**config.mk**
```make
export PLATFORM = sky130hd
export DESIGN_NAME = id_ex_pipe
export DESIGN_NICKNAME = d
export VERILOG_FILES = /design/src/rtl/pipe_pkg.sv /design/src/rtl/pipe_skid_reg.sv /design/src/rtl/id_ex_pipe.sv
export SDC_FILE = /design/constraint.sdc
export NUM_CORES = 1
export LEC_CHECK = 0
export ABC_CLOCK_PERIOD_IN_PS = 4700
export BUFFER_PORTS_ARGS = -buffer_cell sky130_fd_sc_hd__buf_4
export CORE_UTILIZATION = 57
export DETAILED_ROUTE_END_ITERATION = 8
export GPL_TIMING_DRIVEN = 0
export PLACE_DENSITY = 0.86
export SYNTH_ARGS = -nofsm -noshare
export SYNTH_HDL_FRONTEND = slang
export SYNTH_SLANG_ARGS = --single-unit
```
**constraint.sdc**
```tcl
create_clock -name clock -period 4.7 [get_ports clock]
set_clock_uncertainty 0.1 [all_clocks]
set_input_delay 0.47 -clock clock [delete_from_list [all_inputs] [get_ports clock]]
set_output_delay 0.47 -clock clock [all_outputs]
set_load 0.01 [all_outputs]
```
**src/rtl/pipe_pkg.sv**
```systemverilog
// Shared definitions for the ID/EX pipeline stage: default field widths,
// the default-width payload layout and the occupancy state encoding.
package pipe_pkg;

  localparam int DATA_W    = 32;
  localparam int IMM_W     = 32;
  localparam int JUMP_W    = 11;
  localparam int REG_W     = 5;
  localparam int PAYLOAD_W = 2 * DATA_W + IMM_W + JUMP_W + 2 * REG_W;

  // Field order matches the packing order used by id_ex_pipe (data_a is the MSBs).
  typedef struct packed {
    logic [DATA_W-1:0] data_a;
    logic [DATA_W-1:0] data_b;
    logic [IMM_W-1:0]  sign_extend;
    logic [JUMP_W-1:0] jump_dest;
    logic [REG_W-1:0]  reg_dest_r_type;
    logic [REG_W-1:0]  reg_dest_l_type;
  } id_ex_payload_t;

  // Occupancy of the skid variant: nothing, main only, main plus skid.
  typedef enum logic [1:0] {
    EMPTY = 2'd0,
    ONE   = 2'd1,
    TWO   = 2'd2
  } state_t;

endpackage

```
**src/rtl/pipe_skid_reg.sv**
```systemverilog
// Generic valid/ready register stage with synchronous flush. SKID!=0 builds a
// two-entry stage with a registered in_ready; SKID==0 builds a single entry
// whose in_ready is combinational from out_ready.
module pipe_skid_reg
  import pipe_pkg::*;
#(
  parameter int WIDTH = PAYLOAD_W,
  parameter int SKID  = 1
) (
  input  logic             clock,
  input  logic             reset_n,
  input  logic             in_valid,
  output logic             in_ready,
  input  logic [WIDTH-1:0] in_data,
  input  logic             flush,
  output logic             out_valid,
  input  logic             out_ready,
  output logic [WIDTH-1:0] out_data
);

  generate
    if (SKID != 0) begin : g_skid
      state_t           state_q, state_d;
      logic [WIDTH-1:0] main_q, main_d;
      logic [WIDTH-1:0] skid_q, skid_d;
      logic             in_ready_q, in_ready_d;
      logic             in_fire, out_fire;

      assign in_fire  = in_valid & in_ready_q;
      assign out_fire = (state_q != EMPTY) & out_ready;

      // Next occupancy and register loads; flush empties the stage and freezes the payload.
      always_comb begin
        state_d = state_q;
        main_d  = main_q;
        skid_d  = skid_q;
        case (state_q)
          EMPTY: begin
            if (in_fire) begin
              main_d  = in_data;
              state_d = ONE;
            end
          end
          ONE: begin
            if (in_fire && out_fire) begin
              main_d = in_data;
            end else if (in_fire) begin
              skid_d  = in_data;
              state_d = TWO;
            end else if (out_fire) begin
              state_d = EMPTY;
            end
          end
          TWO: begin
            if (out_fire) begin
              main_d  = skid_q;
              state_d = ONE;
            end
          end
          default: state_d = EMPTY;
        endcase
        if (flush) begin
          state_d = EMPTY;
          main_d  = main_q;
          skid_d  = skid_q;
        end
        in_ready_d = (state_d != TWO);
      end

      // State, payload and in_ready registers; reset clears everything to a NOP.
      always_ff @(posedge clock) begin
        if (!reset_n) begin
          state_q    <= EMPTY;
          main_q     <= '0;
          skid_q     <= '0;
          in_ready_q <= 1'b1;
        end else begin
          state_q    <= state_d;
          main_q     <= main_d;
          skid_q     <= skid_d;
          in_ready_q <= in_ready_d;
        end
      end

      assign in_ready  = in_ready_q;
      assign out_valid = (state_q != EMPTY);
      assign out_data  = main_q;
    end else begin : g_single
      logic             valid_q, valid_d;
      logic [WIDTH-1:0] main_q, main_d;
      logic             in_fire, out_fire;

      assign in_ready = ~valid_q | out_ready;
      assign in_fire  = in_valid & in_ready;
      assign out_fire = valid_q & out_ready;

      // Single-entry update: a new beat replaces the consumed one without a bubble.
      always_comb begin
        valid_d = valid_q;
        main_d  = main_q;
        if (flush) begin
          valid_d = 1'b0;
        end else if (in_fire) begin
          valid_d = 1'b1;
          main_d  = in_data;
        end else if (out_fire) begin
          valid_d = 1'b0;
        end
      end

      // Valid flag and payload register.
      always_ff @(posedge clock) begin
        if (!reset_n) begin
          valid_q <= 1'b0;
          main_q  <= '0;
        end else begin
          valid_q <= valid_d;
          main_q  <= main_d;
        end
      end

      assign out_valid = valid_q;
      assign out_data  = main_q;
    end
  endgenerate

endmodule

```
**src/rtl/id_ex_pipe.sv**
```systemverilog
// ID/EX pipeline stage: packs the decode fields into one vector, passes it
// through a valid/ready stage with flush, and unpacks it for execute.
module id_ex_pipe #(
  parameter int DATA_W = pipe_pkg::DATA_W,
  parameter int IMM_W  = pipe_pkg::IMM_W,
  parameter int JUMP_W = pipe_pkg::JUMP_W,
  parameter int REG_W  = pipe_pkg::REG_W,
  parameter int SKID   = 1
) (
  input  logic              clock,
  input  logic              reset_n,
  input  logic              in_valid,
  output logic              in_ready,
  input  logic              flush,
  input  logic [DATA_W-1:0] data_a_in,
  input  logic [DATA_W-1:0] data_b_in,
  input  logic [IMM_W-1:0]  sign_extend_in,
  input  logic [JUMP_W-1:0] jump_dest_in,
  input  logic [REG_W-1:0]  reg_dest_r_type_in,
  input  logic [REG_W-1:0]  reg_dest_l_type_in,
  output logic              out_valid,
  input  logic              out_ready,
  output logic [DATA_W-1:0] data_a_out,
  output logic [DATA_W-1:0] data_b_out,
  output logic [IMM_W-1:0]  sign_extend_out,
  output logic [JUMP_W-1:0] jump_dest_out,
  output logic [REG_W-1:0]  reg_dest_r_type_out,
  output logic [REG_W-1:0]  reg_dest_l_type_out
);

  localparam int PW = 2 * DATA_W + IMM_W + JUMP_W + 2 * REG_W;

  logic [PW-1:0] in_payload;
  logic [PW-1:0] out_payload;

  assign in_payload = {data_a_in, data_b_in, sign_extend_in, jump_dest_in,
                       reg_dest_r_type_in, reg_dest_l_type_in};

  pipe_skid_reg #(
    .WIDTH(PW),
    .SKID (SKID)
  ) u_stage (
    .clock    (clock),
    .reset_n  (reset_n),
    .in_valid (in_valid),
    .in_ready (in_ready),
    .in_data  (in_payload),
    .flush    (flush),
    .out_valid(out_valid),
    .out_ready(out_ready),
    .out_data (out_payload)
  );

  assign {data_a_out, data_b_out, sign_extend_out, jump_dest_out,
          reg_dest_r_type_out, reg_dest_l_type_out} = out_payload;

endmodule
```
==> reports/summary.txt, run 1 <==
Worst R2R Path Depth: 6
vias in the first global route: 7,722
Setup Viol. Count Final: 0
WHS Endpoint: u_stage.g_skid.state_q[0]$_SDFF_PN0_
RSZ-0062 raised after global routing: false
layout cell share with drive strength beyond 1: 0.247
H-tree levels: 1
Post-Syn Nets: 1,169
EDFF count, synth: 0
synth warn: 0
Initial Utilization: 0.585
GRT overflow: 0
WL final: 24,600 um
Max clock buf depth: 3
min-delay src: flush
CTS Buf Count: 25
async set-reset flop share out of synthesis: 0
Wirelength per Cell: 16.0 um
input/output buffers: 239
post-route cell area: 0.0121 mm^2
WHS Path Cells: 2
Clock Latency Late Sink: 0.51 ns
Synth area leader: dfxtp_1
Final Hold Fails: 0
setup TNS: 0 ns
predominant post-synthesis flop cell: dfxtp_1
Hold WC Path Type: input port to flip-flop
vias per cell: 5.44
PD cells: 372 mW/mm^2
total of max-cap violations: 0
f_max: 468 MHz
Slew headroom: 0.505
Die Y: 130 um
area delta synth->final: 30.1%
flops & latches, synth: 237
flop2flop setup slack: 2.56 ns
initial antenna violation count: 0
synthesized area: 0.00932 mm^2
Detail Route Antenna Nets: 0
num rows: 46
Crit Reg-Reg Endpoint: u_stage.out_data[110]$_SDFFE_PN0P_
die width: 130 um
GRT Util Overall: 0.283
worst-margin pin slew: 0.743 ns
Arr. time, crit path: 2.44 ns
Final period util: 0.455
dpl cell area: 0.0114 mm^2
status: completed
post-cts hold buffer count: 0
final-report max-slew violation count: 0
# DRC: 0
Tmin final: 2.14 ns
Req. time, crit path: 5.00 ns
# resized after CTS: 0
Avg Synthesized Cell Area: 8.90 um^2
root buffer cell: clkbuf_16
# diodes: 0
largest net degree at the start of global routing: 13
most frequent cells after synthesis: dfxtp_1, nand2_1, mux2i_1, a211oi_1, nor2_1
WHS: 0.0742 ns
HPWL Detailed: 17,200 um
io pins: 241
RR Startpoint: u_stage.g_skid.state_q[1]$_SDFF_PN0_
die area: 0.0169 mm^2
CTS clk-pin slew, worst paths: 0.06 ns
register area share after synthesis: 0.509
most frequent cell after synthesis: dfxtp_1
DR pass1 iterations: 5
Worst Setup Start Kind: flip-flop
# fillers: 1,162
share of the synthesized area in the top cell type: 0.509
utilization after layout: 0.761
peak supply drop: 0.271 mV
CP Capture Type: flip-flop
fin nets: 1,435
CP max FO: 10
Placeable Area: 0.0159 mm^2
Synth area leaders: dfxtp_1, mux2i_1, nand2_1
Crit Path Category: flip-flop to flip-flop
clk sink count: 237
DRT iter0 DRCs: 494
RD Place Congestion: 0.806
total number of vias: 8,401
leak pwr: 5.60 nW
first-pass GRT wire length: 37,700 um
CTS tree: built
Setup Buffers After CTS: 0
Netlist cell types: 26
Cells after Synth: 1,047
## worst max-delay path: stages, from the launching register on
cell and delay [ns]:
dfxtp_1 0.36, nand4bb_1 0.29, a31oi_4 0.39, buf_4 0.29, buf_2 0.26, nor2_1 0.07
a211oi_1 0.27
## metrics by stage
step	worst slack [ns]	instances	total power, mW
2_1_floorplan	2.88	1047	2.45
3_3_place_gp	2.17	1502	2.73
3_5_place_dp	2.16	1502	2.75
4_1_cts	2.54	1543	4.53
5_1_grt	2.40	1543	4.67
6_report	2.56	1543	4.51
## cells by family after synthesis
group                  share of synthesized area
buffers and inverters                     0.0463
flip-flops                                 0.509
AO/OA/AOI/OAI                              0.169
multiplexers                               0.126
AND/OR/NAND/NOR                            0.150
## cells in the final DEF (no fill, tap or decap), types with 2 or more instances in the layout
master,netlist,routed
a211oi_1,116,116
a21oi_1,92,92
clkinv_2,0,3
dfxtp_1,237,237
nand2_1,236,236
clkbuf_1,36,44
buf_4,5,244
nor3b_1,2,2
clkbuf_16,0,25
buf_2,48,48
a21boi_0,25,25
inv_1,2,2
nor2_1,116,116
clkbuf_8,0,5
mux2i_1,117,117
nand3b_1,2,2
## registers in the layout, indices dropped and copies added, names as in the netlist
signal	count
u_stage.g_skid.skid_q	117
u_stage.out_data	117
u_stage.g_skid.state_q	2
u_stage.in_ready	1
## power breakdown
part	switching (mW)	internal, mW	total, mW
Combinational	0.289	0.268	0.556
Clock	0.754	1.05	1.80
Sequential	0.0508	2.10	2.15
## per-layer routing
layer / vias to the layer above / track usage / routed length (um)
met4: 0 / 0.122 / 960
met3: 55 / 0.0525 / 1690
li1: 4115 / - / -
met5: - / 0 / 0
met2: 307 / 0.477 / 11800
met1: 3924 / 0.355 / 10200
## cell type report
class	count	area (um^2)	area share
Tap cell	216	270	0.0223
Clock buffer	38	724	0.0597
Buffer	90	424	0.0350
Sequential cell	237	4740	0.391
Inverter	2	7.51	0.000619
Clock inverter	3	15.0	0.00124
Multi-Input combinational cell	718	4150	0.342
Timing Repair Buffer	239	1790	0.148
## worst max-delay path by stage
stage	depth (start not counted)	to	start	slack [ns]
5_1_grt	6	u_stage.out_data[102]$_SDFFE_PN0P_	u_stage.g_skid.state_q[1]$_SDFF_PN0_	2.40
4_1_cts	6	u_stage.out_data[110]$_SDFFE_PN0P_	u_stage.g_skid.state_q[1]$_SDFF_PN0_	2.54
3_3_place_gp	6	u_stage.g_skid.skid_q[79]$_SDFFE_PN0P_	reset_n	2.17
2_1_floorplan	7	u_stage.g_skid.skid_q[50]$_SDFFE_PN0P_	flush	2.88
6_report	6	u_stage.out_data[110]$_SDFFE_PN0P_	u_stage.g_skid.state_q[1]$_SDFF_PN0_	2.56
3_5_place_dp	6	u_stage.g_skid.skid_q[79]$_SDFFE_PN0P_	reset_n	2.16
No activity file was read; power rests on OpenSTA's default activity.
==> inputs of run 2 (changes only) <==
- ABC_CLOCK_PERIOD_IN_PS: 4700 -> 2240
- CORE_UTILIZATION: 57 -> 53
- PLACE_DENSITY: 0.86 -> 0.81
- clock period: 4.7 -> 2.24 ns (I/O delays scaled with it)
==> reports/summary.txt, run 2 (synthesis results as in run 1) <==
status: completed
utilization after layout: 0.778 (+0.0175)
CP max FO: 10 (unchanged)
Hold WC Path Type: input port to flip-flop
Initial Utilization: 0.541 (-0.0439)
leak pwr: 6.13 nW (+9.5%)
post-route cell area: 0.0134 mm^2 (+11%)
Detail Route Antenna Nets: 0 (unchanged)
Req. time, crit path: 2.50 ns (-2.50 ns)
final-report max-slew violation count: 0 (unchanged)
flop2flop setup slack: 0.20 ns (-2.36 ns)
total of max-cap violations: 0 (unchanged)
peak supply drop: 0.592 mV (+120%)
input/output buffers: 239 (unchanged)
num rows: 48 (+4.3%)
crit path to: u_stage.g_skid.skid_q[71]$_SDFFE_PN0P_
root buffer cell: clkbuf_16
f_max: 486 MHz
WHS Path Cells: 2 (unchanged)
Crit Path Category: input port to flip-flop
Max clock buf depth: 3 (unchanged)
CTS Buf Count: 24 (-4.0%)
Placeable Area: 0.0172 mm^2 (+8.1%)
Clock Latency Late Sink: 0.50 ns (about the same)
DR pass1 iterations: 5 (unchanged)
Final Hold Fails: 0 (unchanged)
CP Capture Type: flip-flop
RR Startpoint: u_stage.g_skid.state_q[1]$_SDFF_PN0_
Final WS setup: 0.182 ns (-2.38 ns)
dpl cell area: 0.0114 mm^2 (about the same)
PD cells: 748 mW/mm^2 (+100%)
commonest cells after routing, fill and taps aside: buf_4, dfxtp_1, nand2_1, dlygate4sd3_1, mux2i_1
io pins: 241 (unchanged)
CTS tree: built
HPWL Detailed: 17,300 um (+0.70%)
worst-margin pin slew: 0.719 ns (-0.0234 ns)
CTS clk-pin slew, worst paths: 0.06 ns (about the same)
Tmin final: 2.06 ns
Arr. time, crit path: 2.32 ns (-0.12 ns)
Worst R2R Path Depth: 6 (unchanged)
vias per cell: 5.40 (-0.91%)
RD Place Congestion: 0.757 (-6.1%)
Final period util: 0.919
H-tree levels: 1 (unchanged)
Setup Viol. Count Final: 0 (unchanged)
crit path from: out_ready
die area: 0.0181 mm^2 (+7.4%)
total number of vias: 9,026 (+7.4%)
area delta synth->final: 43.9%
Die Y: 135 um (+3.6%)
# fillers: 1,140 (-1.9%)
Post-Place Worst Slack: -0.119 ns (-2.27 ns)
vias in the first global route: 8,685 (+12%)
Crit Reg-Reg Endpoint: u_stage.out_data[99]$_SDFFE_PN0P_
Slew headroom: 0.520 (+0.0156)
initial antenna violation count: 0 (unchanged)
GRT overflow: 0 (unchanged)
clk sink count: 237 (unchanged)
WL final: 27,900 um (+13%)
total power: 10.0 mW (+120%)
min-delay src: reset_n
# resized after CTS: 0 (unchanged)
RSZ-0062 raised after global routing: false
Wirelength per Cell: 16.7 um (+4.4%)
largest net degree at the start of global routing: 15 (+2)
# diodes: 0 (unchanged)
GRT Util Overall: 0.297 (+0.0144)
leading cell type in the layout, fill and taps excluded: buf_4
die width: 135 um (+3.6%)
fin nets: 1,555 (+8.4%)
layout cell share with drive strength beyond 1: 0.228 (-0.0193)
Worst Setup Start Kind: input port
# DRC: 0 (unchanged)
DRT iter0 DRCs: 532 (+7.7%)
WHS: 0.0295 ns (-0.0448 ns)
first-pass GRT wire length: 43,100 um (+14%)
==> run 2: worst min path at each step <==
stage	endpoint	slack, ns
detailed placement	u_stage.g_skid.skid_q[40]$_SDFFE_PN0P_	0.35
global placement	u_stage.g_skid.state_q[0]$_SDFF_PN0_	0.34
floorplan	u_stage.g_skid.state_q[0]$_SDFF_PN0_	0.20
global route	u_stage.g_skid.skid_q[85]$_SDFFE_PN0P_	0.04
finish	u_stage.g_skid.skid_q[84]$_SDFFE_PN0P_	0.03
CTS	u_stage.g_skid.skid_q[84]$_SDFFE_PN0P_	0.01
==> run 2: area by class of cell <==
class,count,area [um^2],share of cell area
clock inverters,7,138,0.0103
repair buffers,360,3000,0.224
clock buffers,34,669,0.0499
flip-flops and latches,237,4740,0.354
plain buffers,90,424,0.0316
inverters,2,7.51,0.000560
multi-input cells,718,4150,0.309
well taps,225,282,0.0210
==> run 2: per-layer routing <==
metal | GRT usage | routed length [um] | part of all wire
met1 | 0.356 | 11200 | 0.40
met5 | 0 | 0 | 0
met2 | 0.519 | 13800 | 0.50
met3 | 0.0514 | 1540 | 0.055
met4 | 0.137 | 1310 | 0.047
==> run 2: power breakdown <==
part / switching, mW / internal [mW]
logic: 0.672 / 0.700
clock network: 1.60 / 2.53
registers: 0.115 / 4.41
total: 2.38 / 7.64
==> run 2: metrics by stage <==
stage,instances,TNS [ns]
after floorplan,1047,0
after global placement,1511,-0.840
after detailed placement,1511,-1.09
after CTS,1671,0
after global routing,1673,0
final,1673,0
==> run 2: repair_timing <==
item / in CTS / in global routing
endpoints found under the hold margin: 200 / 0
setup endpoints to repair: 0 / 11
buffers inserted: 0 / 2
hold buffers: 119 / 0
==> run 2: worst max-delay path: stages <==
cell	delay, ns
dlygate4sd3_1	0.57
buf_4	0.17
nor3b_1	0.19
or3b_1	0.35
buf_2	0.22
buf_2	0.23
buf_2	0.21
nand2_1	0.09
a21oi_1	0.06
==> inputs of run 3 (changes only) <==
- MAX_ROUTING_LAYER: default -> met4
==> reports/summary.txt, run 3 (synthesis results as in run 1) <==
status: completed
Worst Setup Start Kind: input port
RSZ-0062 raised after global routing: false
vias in the first global route: 8,706 (+0.24%)
Placeable Area: 0.0172 mm^2 (unchanged)
worst-margin pin slew: 0.713 ns (-0.00606 ns)
crit path to: u_stage.g_skid.skid_q[71]$_SDFFE_PN0P_
Wirelength per Cell: 16.7 um (about the same)
io pins: 241 (unchanged)
leak pwr: 6.13 nW (unchanged)
Final WS setup: 0.179 ns (-0.00342 ns)
first-pass GRT wire length: 43,100 um (about the same)
leading cell type in the layout, fill and taps excluded: buf_4
die area: 0.0181 mm^2 (unchanged)
Initial Utilization: 0.541 (unchanged)
H-tree levels: 1 (unchanged)
input/output buffers: 239 (unchanged)
met2 track demand over resource: 0.517 (-0.00115)
CP max FO: 10 (unchanged)
Crit Path Category: input port to flip-flop
commonest cells after routing, fill and taps aside: buf_4, dfxtp_1, nand2_1, dlygate4sd3_1, mux2i_1
Slew headroom: 0.524 (+0.00404)
RD Place Congestion: 0.766 (+1.3%)
Final Non-Filler Cells: 1,673 (unchanged)
GR Util met1: 0.360 (+0.00383)
largest net degree at the start of global routing: 15 (unchanged)
fin nets: 1,555 (unchanged)
total of max-cap violations: 0 (unchanged)
CTS tree: built
HPWL Detailed: 17,300 um (unchanged)
Req. time, crit path: 2.50 ns (about the same)
Arr. time, crit path: 2.32 ns (about the same)
DR pass1 iterations: 5 (unchanged)
GRT overflow: 0 (unchanged)
# DRC: 0 (unchanged)
PD cells: 748 mW/mm^2 (about the same)
Setup Viol. Count Final: 0 (unchanged)
Detail Route Antenna Nets: 0 (unchanged)
# resized after CTS: 0 (unchanged)
die width: 135 um (unchanged)
Final Hold Fails: 0 (unchanged)
DRT iter0 DRCs: 455 (-14%)
root buffer cell: clkbuf_16
CTS clk-pin slew, worst paths: 0.06 ns (about the same)
peak supply drop: 0.592 mV (about the same)
Post-Place Worst Slack: -0.119 ns (unchanged)
Final period util: 0.920 (+0.00152)
RR Startpoint: u_stage.g_skid.state_q[1]$_SDFF_PN0_
total number of vias: 9,001 (-0.28%)
initial antenna violation count: 0 (unchanged)
Hold WC Path Type: input port to flip-flop
num rows: 48 (unchanged)
f_max: 485 MHz (-0.17%)
Max clock buf depth: 3 (unchanged)
busiest grt layer: met2
# diodes: 0 (unchanged)
layout cell share with drive strength beyond 1: 0.228 (unchanged)
CTS Buf Count: 24 (unchanged)
vias per cell: 5.38 (-0.28%)
flop2flop setup slack: 0.21 ns (about the same)
crit path from: out_ready
Worst R2R Path Depth: 6 (unchanged)
WL final: 27,900 um (about the same)
Tmin final: 2.06 ns (+0.00342 ns)
CP Capture Type: flip-flop
area delta synth->final: 43.9% (unchanged)
GR Layer Usage met3: 0.0484 (-0.00300)
Die Y: 135 um (unchanged)
GRT Util Overall: 0.307 (+0.00931)
Clock Latency Late Sink: 0.51 ns (about the same)
total power: 10.0 mW (about the same)
clk sink count: 237 (unchanged)
placed cell count: 1,511 (unchanged)
Crit Reg-Reg Endpoint: u_stage.out_data[99]$_SDFFE_PN0P_
final-report max-slew violation count: 0 (unchanged)
run 3: critical path: stages:
cell           delay (ns)
dlygate4sd3_1        0.57
buf_4                0.17
nor3b_1              0.19
or3b_1               0.35
buf_2                0.22
buf_2                0.23
buf_2                0.21
nand2_1              0.09
a21oi_1              0.06
run 3: worst min path at each step:
stage / depth (start not counted) / slack (ns) / startpoint / end
after detailed placement: 2 / 0.35 / u_stage.g_skid.skid_q[40]$_SDFFE_PN0P_ / u_stage.g_skid.skid_q[40]$_SDFFE_PN0P_
after global placement: 2 / 0.34 / flush / u_stage.g_skid.state_q[0]$_SDFF_PN0_
after floorplan: 1 / 0.20 / flush / u_stage.g_skid.state_q[0]$_SDFF_PN0_
after global routing: 2 / 0.04 / reset_n / u_stage.g_skid.skid_q[85]$_SDFFE_PN0P_
after CTS: 2 / 0.01 / reset_n / u_stage.g_skid.skid_q[84]$_SDFFE_PN0P_
final: 2 / 0.02 / reset_n / u_stage.g_skid.skid_q[84]$_SDFFE_PN0P_
run 3: metal layers:
layer	vias to the layer above	wire, um
li1	4369	-
met1	4222	11400
met2	307	13800
met3	103	1440
met4	0	1270
met5	-	0
run 3: where the power goes:
| group | switching, mW | internal, mW | total (mW) |
|---|---|---|---|
| Clock | 1.60 | 2.53 | 4.13 |
| Combinational | 0.671 | 0.700 | 1.37 |
| Sequential | 0.115 | 4.41 | 4.53 |
| Total | 2.39 | 7.64 | 10.0 |
run 3: what timing repair did:
item	in CTS	in global routing
setup buffers	0	2
setup endpoints to repair	0	11
hold buffers	119	0
endpoints found under the hold margin	200	0
run 3: per-stage QoR:
step | TNS [ns] | hold slack [ns] | instance area, um^2 | utilization
after CTS | 0 | 0.0121 | 13400 | 0.777
after floorplan | 0 | 0.196 | 9320 | -
after global placement | -0.840 | 0.340 | 11400 | 0.661
after global routing | 0 | 0.0383 | 13400 | 0.778
after detailed placement | -1.09 | 0.346 | 11400 | 0.661
final | 0 | 0.0227 | 13400 | 0.778
run 3: layout make-up:
| class | count | area, um^2 |
|---|---|---|
| fill | 1140 | 3830 |
| timing repair buffer | 360 | 3000 |
| multi-input combinational | 718 | 4150 |
| tap | 225 | 282 |
| buffer | 90 | 424 |
| sequential | 237 | 4740 |
| inverter | 2 | 7.51 |
| clock inverter | 7 | 138 |
| clock buffer | 34 | 669 |
